==> config.mk <==
export PLATFORM = sky130hd
export DESIGN_NAME = conv3d_loop_sequencer_flat
export DESIGN_NICKNAME = d
export VERILOG_FILES = /design/src/rtl/conv3d_loop_sequencer_pkg.sv /design/src/rtl/conv3d_loop_sequencer_if.sv /design/src/rtl/conv3d_loop_sequencer_wrap_cnt.sv /design/src/rtl/conv3d_loop_sequencer.sv /design/src/flat_wrapper.sv
export SDC_FILE = /design/constraint.sdc
export NUM_CORES = 1
export LEC_CHECK = 0
export ABC_CLOCK_PERIOD_IN_PS = 14000
export CAP_MARGIN = 20
export CORE_UTILIZATION = 40
export DETAILED_ROUTE_END_ITERATION = 7
export PLACE_DENSITY = 0.68
export REMOVE_ABC_BUFFERS = 1
export SETUP_SLACK_MARGIN = 0.5
export SYNTH_ARGS = -nofsm -noshare
export SYNTH_HDL_FRONTEND = slang
export SYNTH_SLANG_ARGS = --single-unit
==> constraint.sdc <==
create_clock -name clk -period 14 [get_ports clk]
set_input_delay 3.5 -clock clk [delete_from_list [all_inputs] [get_ports clk]]
set_output_delay 3.5 -clock clk [all_outputs]
set_load 0.02 [all_outputs]
==> src/rtl/conv3d_loop_sequencer_pkg.sv <==
// Shared types and elaboration helpers for the 3D convolution loop sequencer.
// Geometry functions are constant functions usable in localparams.
package conv3d_seq_pkg;

    typedef enum logic {IDLE, RUN} state_t;

    function automatic int out_edge(int dim, int k, int stride);
        return (dim - k) / stride + 1;
    endfunction

    function automatic longint tap_count(int dim, int k, int cin, int cout, int stride);
        longint od;
        od = longint'(out_edge(dim, k, stride));
        return longint'(cout) * od * od * od * longint'(cin) * k * k * k;
    endfunction

    // True when every address space fits in addr_w bits and the kernel fits the input.
    function automatic bit addr_fits(int dim, int k, int cin, int cout, int stride, int addr_w);
        longint span;
        longint od;
        span = longint'(1) << addr_w;
        if (dim < k || stride < 1) begin
            return 1'b0;
        end
        od = longint'(out_edge(dim, k, stride));
        return (longint'(cout) * od * od * od <= span) &&
               (longint'(cin) * dim * dim * dim <= span) &&
               (longint'(cout) * cin * k * k * k <= span);
    endfunction

endpackage

==> src/rtl/conv3d_loop_sequencer_if.sv <==
// Layer-control and MAC tap bus between the sequencer (master) and its environment (slave).
interface conv3d_loop_sequencer_if #(
    parameter int ADDR_W = 16
);
    logic              start;
    logic              abort;
    logic              busy;
    logic              done;
    logic              mac_valid;
    logic              mac_ready;
    logic              mac_first;
    logic              mac_last;
    logic [ADDR_W-1:0] in_addr;
    logic [ADDR_W-1:0] wt_addr;
    logic [ADDR_W-1:0] out_addr;

    modport master (
        input  start, abort, mac_ready,
        output busy, done, mac_valid, mac_first, mac_last, in_addr, wt_addr, out_addr
    );

    modport slave (
        output start, abort, mac_ready,
        input  busy, done, mac_valid, mac_first, mac_last, in_addr, wt_addr, out_addr
    );
endinterface

==> src/rtl/conv3d_loop_sequencer_wrap_cnt.sv <==
// Wrapping loop counter: counts 0..LIMIT-1 on enable, carry pulses when it wraps.
module conv3d_wrap_cnt #(
    parameter int W     = 16,
    parameter int LIMIT = 3
) (
    input  logic         clk,
    input  logic         rst,
    input  logic         clr,
    input  logic         en,
    output logic [W-1:0] cnt,
    output logic         at_max,
    output logic         carry
);
    localparam logic [W-1:0] MAX_VAL = W'(LIMIT - 1);

    logic [W-1:0] cnt_reg;
    logic [W-1:0] cnt_next;

    // Clear has priority so a restart or cancel overrides a coincident transfer.
    always_comb begin
        cnt_next = cnt_reg;
        if (clr) begin
            cnt_next = '0;
        end else if (en) begin
            cnt_next = at_max ? '0 : cnt_reg + W'(1);
        end
    end

    always_ff @(posedge clk) begin
        if (rst) begin
            cnt_reg <= '0;
        end else begin
            cnt_reg <= cnt_next;
        end
    end

    assign cnt    = cnt_reg;
    assign at_max = (cnt_reg == MAX_VAL);
    assign carry  = en && at_max;
endmodule

==> src/rtl/conv3d_loop_sequencer.sv <==
// Walks the conv3d loop nest (oc, od, oh, ow, ic, kd, kh, kw) and presents one MAC tap
// per valid/ready transfer with input, weight and output buffer addresses.
module conv3d_loop_sequencer
    import conv3d_seq_pkg::*;
#(
    parameter int DIM    = 8,
    parameter int K      = 3,
    parameter int CIN    = 4,
    parameter int COUT   = 8,
    parameter int STRIDE = 1,
    parameter int ADDR_W = 16
) (
    input  logic                    clk,
    input  logic                    rst,
    conv3d_loop_sequencer_if.master bus
);
    localparam int OD   = out_edge(DIM, K, STRIDE);
    localparam int NLVL = 8;

    localparam logic [ADDR_W-1:0] DIM_A = ADDR_W'(DIM);
    localparam logic [ADDR_W-1:0] K_A   = ADDR_W'(K);
    localparam logic [ADDR_W-1:0] CIN_A = ADDR_W'(CIN);
    localparam logic [ADDR_W-1:0] OD_A  = ADDR_W'(OD);
    localparam logic [ADDR_W-1:0] S_A   = ADDR_W'(STRIDE);

    if (!addr_fits(DIM, K, CIN, COUT, STRIDE, ADDR_W)) begin : g_cfg_check
        $error("conv3d_loop_sequencer: address space exceeds ADDR_W or DIM < K");
    end

    // Level 0 is innermost (kw); level 7 is outermost (oc).
    function automatic int level_limit(int lvl);
        case (lvl)
            0, 1, 2: return K;
            3:       return CIN;
            4, 5, 6: return OD;
            default: return COUT;
        endcase
    endfunction

    state_t state_reg;
    state_t state_next;
    logic   done_reg;
    logic   done_next;
    logic   clr;
    logic   run;
    logic   xfer;
    logic   final_xfer;

    assign run  = (state_reg == RUN);
    assign xfer = run && bus.mac_ready;

    genvar gi;
    generate
        for (gi = 0; gi < NLVL; gi++) begin : g_lvl
            logic              en_lvl;
            logic              carry_lvl;
            logic              max_lvl;
            logic [ADDR_W-1:0] cnt_lvl;

            if (gi == 0) begin : g_head
                assign en_lvl = xfer;
            end else begin : g_link
                assign en_lvl = g_lvl[gi-1].carry_lvl;
            end

            conv3d_wrap_cnt #(
                .W     (ADDR_W),
                .LIMIT (level_limit(gi))
            ) u_cnt (
                .clk    (clk),
                .rst    (rst),
                .clr    (clr),
                .en     (en_lvl),
                .cnt    (cnt_lvl),
                .at_max (max_lvl),
                .carry  (carry_lvl)
            );
        end
    endgenerate

    logic [ADDR_W-1:0] cnt_kw, cnt_kh, cnt_kd, cnt_ic, cnt_ow, cnt_oh, cnt_od, cnt_oc;

    assign cnt_kw     = g_lvl[0].cnt_lvl;
    assign cnt_kh     = g_lvl[1].cnt_lvl;
    assign cnt_kd     = g_lvl[2].cnt_lvl;
    assign cnt_ic     = g_lvl[3].cnt_lvl;
    assign cnt_ow     = g_lvl[4].cnt_lvl;
    assign cnt_oh     = g_lvl[5].cnt_lvl;
    assign cnt_od     = g_lvl[6].cnt_lvl;
    assign cnt_oc     = g_lvl[7].cnt_lvl;
    assign final_xfer = g_lvl[NLVL-1].carry_lvl;

    always_ff @(posedge clk) begin
        if (rst) begin
            state_reg <= IDLE;
            done_reg  <= 1'b0;
        end else begin
            state_reg <= state_next;
            done_reg  <= done_next;
        end
    end

    // Abort clears the counters too, so IDLE always presents zero addresses.
    always_comb begin
        state_next = state_reg;
        done_next  = 1'b0;
        clr        = 1'b0;
        case (state_reg)
            IDLE: begin
                if (bus.start) begin
                    state_next = RUN;
                    clr        = 1'b1;
                end
            end
            RUN: begin
                if (bus.abort) begin
                    state_next = IDLE;
                    clr        = 1'b1;
                end else if (final_xfer) begin
                    state_next = IDLE;
                    done_next  = 1'b1;
                end
            end
            default: state_next = IDLE;
        endcase
    end

    assign bus.busy      = run;
    assign bus.mac_valid = run;
    assign bus.done      = done_reg;
    assign bus.mac_first = run && (cnt_ic == '0) && (cnt_kd == '0) && (cnt_kh == '0) && (cnt_kw == '0);
    assign bus.mac_last  = run && g_lvl[3].max_lvl && g_lvl[2].max_lvl && g_lvl[1].max_lvl && g_lvl[0].max_lvl;

    assign bus.in_addr  = ((cnt_ic * DIM_A + cnt_od * S_A + cnt_kd) * DIM_A
                          + cnt_oh * S_A + cnt_kh) * DIM_A + cnt_ow * S_A + cnt_kw;
    assign bus.wt_addr  = (((cnt_oc * CIN_A + cnt_ic) * K_A + cnt_kd) * K_A + cnt_kh) * K_A + cnt_kw;
    assign bus.out_addr = ((cnt_oc * OD_A + cnt_od) * OD_A + cnt_oh) * OD_A + cnt_ow;
endmodule

==> src/flat_wrapper.sv <==
// flat-port wrapper written by rule: the top's interface ports become plain ports
module conv3d_loop_sequencer_flat import conv3d_seq_pkg::*;
#(
    parameter int DIM    = 8,
    parameter int K      = 3,
    parameter int CIN    = 4,
    parameter int COUT   = 8,
    parameter int STRIDE = 1,
    parameter int ADDR_W = 16
)
  (clk, rst, bus_start, bus_abort, bus_mac_ready, bus_busy, bus_done, bus_mac_valid, bus_mac_first, bus_mac_last, bus_in_addr, bus_wt_addr, bus_out_addr);
  conv3d_loop_sequencer_if #(.ADDR_W(ADDR_W)) bus_i ();
  input  logic clk;
  input  logic rst;
  input wire logic [$bits(bus_i.start)-1:0] bus_start;
  input wire logic [$bits(bus_i.abort)-1:0] bus_abort;
  input wire logic [$bits(bus_i.mac_ready)-1:0] bus_mac_ready;
  output wire logic [$bits(bus_i.busy)-1:0] bus_busy;
  output wire logic [$bits(bus_i.done)-1:0] bus_done;
  output wire logic [$bits(bus_i.mac_valid)-1:0] bus_mac_valid;
  output wire logic [$bits(bus_i.mac_first)-1:0] bus_mac_first;
  output wire logic [$bits(bus_i.mac_last)-1:0] bus_mac_last;
  output wire logic [$bits(bus_i.in_addr)-1:0] bus_in_addr;
  output wire logic [$bits(bus_i.wt_addr)-1:0] bus_wt_addr;
  output wire logic [$bits(bus_i.out_addr)-1:0] bus_out_addr;
  assign bus_i.start = bus_start;
  assign bus_i.abort = bus_abort;
  assign bus_i.mac_ready = bus_mac_ready;
  assign bus_busy = bus_i.busy;
  assign bus_done = bus_i.done;
  assign bus_mac_valid = bus_i.mac_valid;
  assign bus_mac_first = bus_i.mac_first;
  assign bus_mac_last = bus_i.mac_last;
  assign bus_in_addr = bus_i.in_addr;
  assign bus_wt_addr = bus_i.wt_addr;
  assign bus_out_addr = bus_i.out_addr;
  conv3d_loop_sequencer #(.DIM(DIM), .K(K), .CIN(CIN), .COUT(COUT), .STRIDE(STRIDE), .ADDR_W(ADDR_W)) u_core (.clk(clk), .rst(rst), .bus(bus_i));
endmodule
==> flow_metrics.env <==
export IMPL_outcome="finished, final reports clean"
export IMPL_synth_area_leaders="dfxtp_1 18%, ha_1 17%, xnor2_1 11%, fa_1 11%, inv_1 5.4%"
export IMPL_cpPeakStageDelay_ns=0.62
export IMPL_first_pass_iters=5
export IMPL_post_route_drc_count=0
export IMPL_seq_area_frac_synth=0.177
export IMPL_worst_pin_slew_ns=0.611
export IMPL_yosysMostFrequentCell="inv_1"
export IMPL_synthXorXnorAreaFrac=0.158
export IMPL_max_slew_margin_rel=0.590
export IMPL_coreArea_um2=35900
export IMPL_grt_usage=0.189
export IMPL_drv_cap=0
export IMPL_grt_pass1_vias=11980
export IMPL_cts_tree="done"
export IMPL_min_path_type="flip-flop to flip-flop"
export IMPL_stdcell_area_um2=16400
export IMPL_grt_start_max_net_pins=17
export IMPL_critPathRequiredTime_ns=10.50
export IMPL_async_reset_ff_frac=0
export IMPL_final_layout_size_suffix_gt1_frac=0.0302
export IMPL_netlist_area_um2=14700
export IMPL_p_per_area_nw_per_um2=53.5
export IMPL_min_period_ns=12.10
export IMPL_wl_um=35000
export IMPL_synthTopCellsByCount="212 x inv_1, 200 x ha_1, 195 x nor2_1"
export IMPL_largest_register_ffs=128
export IMPL_hpwlAfterDp_um=29000
export IMPL_synthDominantCellAreaShare=0.177
export IMPL_globalplace_congestion=0.889
export IMPL_leakagePower_nw=7.41
export IMPL_diodes=0
export IMPL_fmax_ghz=0.0827
export IMPL_die_area_um2=37600
export IMPL_clkLatencyLatePin_ns=0.43
export IMPL_arrival_ns=8.60
export IMPL_io_pin_count=58
export IMPL_slowest_stage="clkdlybuf4s50_1"
export IMPL_rsz0062_at_grt="no"
export IMPL_cp_max_fo=7
export IMPL_synth_top_family_by_area="adder cells"
export IMPL_route_vias_total=12174
export IMPL_synth_fa_ha_area_frac=0.281
export IMPL_drv_slew=0
export IMPL_die_x_um=194
export IMPL_cts_sinks=130
export IMPL_synth_edf_count=0
export IMPL_reg2regPathDepth=9
export IMPL_cts_hold_buf=0
export IMPL_ant_nets=0
export IMPL_ys_flop_type="dfxtp_1"
export IMPL_drt_initial_drc_count=609
export IMPL_viasPerCell=5.26
export IMPL_min_path_cells=2
export IMPL_setup_viol=0
export IMPL_cp_common_cell="xnor2_1"
export IMPL_cp_start_kind="flip-flop"
export IMPL_htree_levels=4
export IMPL_die_h_um=194
export IMPL_postCtsResizedCells=0
export IMPL_skew_ns=0.00996
export IMPL_antenna_found_initial=0
export IMPL_start_util=0.410
export IMPL_path_clk_slew_ns=0.06
export IMPL_synth_compound_area_frac=0.136
export IMPL_clockRootBuffer="clkbuf_16"
export IMPL_end_kind="primary output"
export IMPL_max_vdd_ir_drop_v=0.0000654
export IMPL_synthSimpleGateAreaFrac=0.186
export IMPL_min_period_over_period=0.864
export IMPL_cts_buffers=17
export IMPL_gr_total_overflow=0
export IMPL_io_buffers=57
export IMPL_clockBufferDepth=2
export IMPL_grt_pass1_wl_um=58000
export IMPL_muxShareOfSynthArea=0.00204
export IMPL_fin_nets=2129
export IMPL_hold_violations=0
export IMPL_dpl_cell_area_um2=15800
export IMPL_yosys_area_top_type="dfxtp_1"
export IMPL_syn_avg_cell_area_um2=8.27
export IMPL_routedWlPerCell_um=15.1
export IMPL_criticalPathCategory="flip-flop to primary output"
export IMPL_num_rows=69
export IMPL_areaGrowthSynthToFinish_pct=11.6
export IMPL_syn_inst=1781
export IMPL_p_total_w=0.000879
export IMPL_ys_warn_count=0
export IMPL_post_cts_buffers=0
export IMPL_finalSetupTns_ns=0
export IMPL_synth_seq_cells=130
export IMPL_ys_types=61
==> critical path: cells and delay by family, from the launching register on <==
family | cells | cell delay [ns]
adder cells (fa/ha/maj) | 7 | 2.53
AO/OA/AOI/OAI | 10 | 1.61
buffers and inverters | 5 | 0.86
AND/OR/NAND/NOR | 6 | 0.92
flip-flops | 1 | 0.39
XOR/XNOR | 9 | 1.82
==> cell usage in the layout (no fill, tap or decap), drive strengths merged, types with 33 or more instances in the layout <==
master	instances
o21ai	76
dfxtp	130
nand3	41
a21oi	117
inv	213
nor2	195
xor2	66
nand4	35
nor3	42
nand2	92
clkdlybuf4s50	57
ha	200
fa	82
xnor2	192
a21o	33
==> layer usage <==
metal | wire length [um] | global-route usage | part of all wire | vias up
met4 | 698 | 0.0491 | 0.020 | 0
met5 | 0 | 0 | 0 | -
met3 | 881 | 0.0235 | 0.025 | 40
met2 | 17000 | 0.339 | 0.48 | 195
met1 | 16500 | 0.238 | 0.47 | 5755
li1 | - | - | - | 6184
==> cells by family after synthesis <==
kind of cell             after synthesis
multiplexers                           3
AO/OA/AOI/OAI                        327
buffers and inverters                229
flip-flops                           130
XOR/XNOR                             261
adder cells (fa/ha/maj)              282
AND/OR/NAND/NOR                      549
==> stage by stage <==
step / worst slack, ns / hold WS, ns / cells / util
floorplan: 3.34 / 0.458 / 1764 / -
global placement: 2.58 / 0.475 / 2282 / 0.439
CTS: 1.85 / 0.489 / 2314 / 0.457
detailed placement: 2.35 / 0.480 / 2282 / 0.439
global route: 1.34 / 0.534 / 2316 / 0.458
finish: 1.90 / 0.494 / 2316 / 0.458
==> power by group <==
part,switching [W],internal (W),total (W)
registers,0.000000814,0.000370,0.000371
clock network,0.000182,0.000308,0.000490
logic,0.0000134,0.00000435,0.0000177
==> final timing paths <==
path	start	to	slack, ns
worst min-delay path	u_core.g_lvl[5].u_cnt.cnt[15]$_SDFFE_PP0P_	u_core.g_lvl[5].u_cnt.cnt[15]$_SDFFE_PP0P_	0.49
worst min register to register	u_core.g_lvl[5].u_cnt.cnt[15]$_SDFFE_PP0P_	u_core.g_lvl[5].u_cnt.cnt[15]$_SDFFE_PP0P_	0.49
worst max register to register	u_core.g_lvl[2].u_cnt.cnt[11]$_SDFFE_PP0P_	u_core.g_lvl[5].u_cnt.cnt[15]$_SDFFE_PP0P_	10.47
worst max-delay path	u_core.g_lvl[3].u_cnt.cnt[2]$_SDFFE_PP0P_	bus_wt_addr[15]	1.90
==> final cells by class <==
| type | instances | area [um2] |
|---|---|---|
| fill | 3456 | 19500 |
| tap | 461 | 577 |
| sequential | 130 | 2600 |
| inverter | 212 | 796 |
| multi-input combinational | 1422 | 11200 |
| clock inverter | 12 | 179 |
| timing repair buffer | 59 | 586 |
| clock buffer | 20 | 457 |
Note: power is estimated with default switching activity, not from simulation.
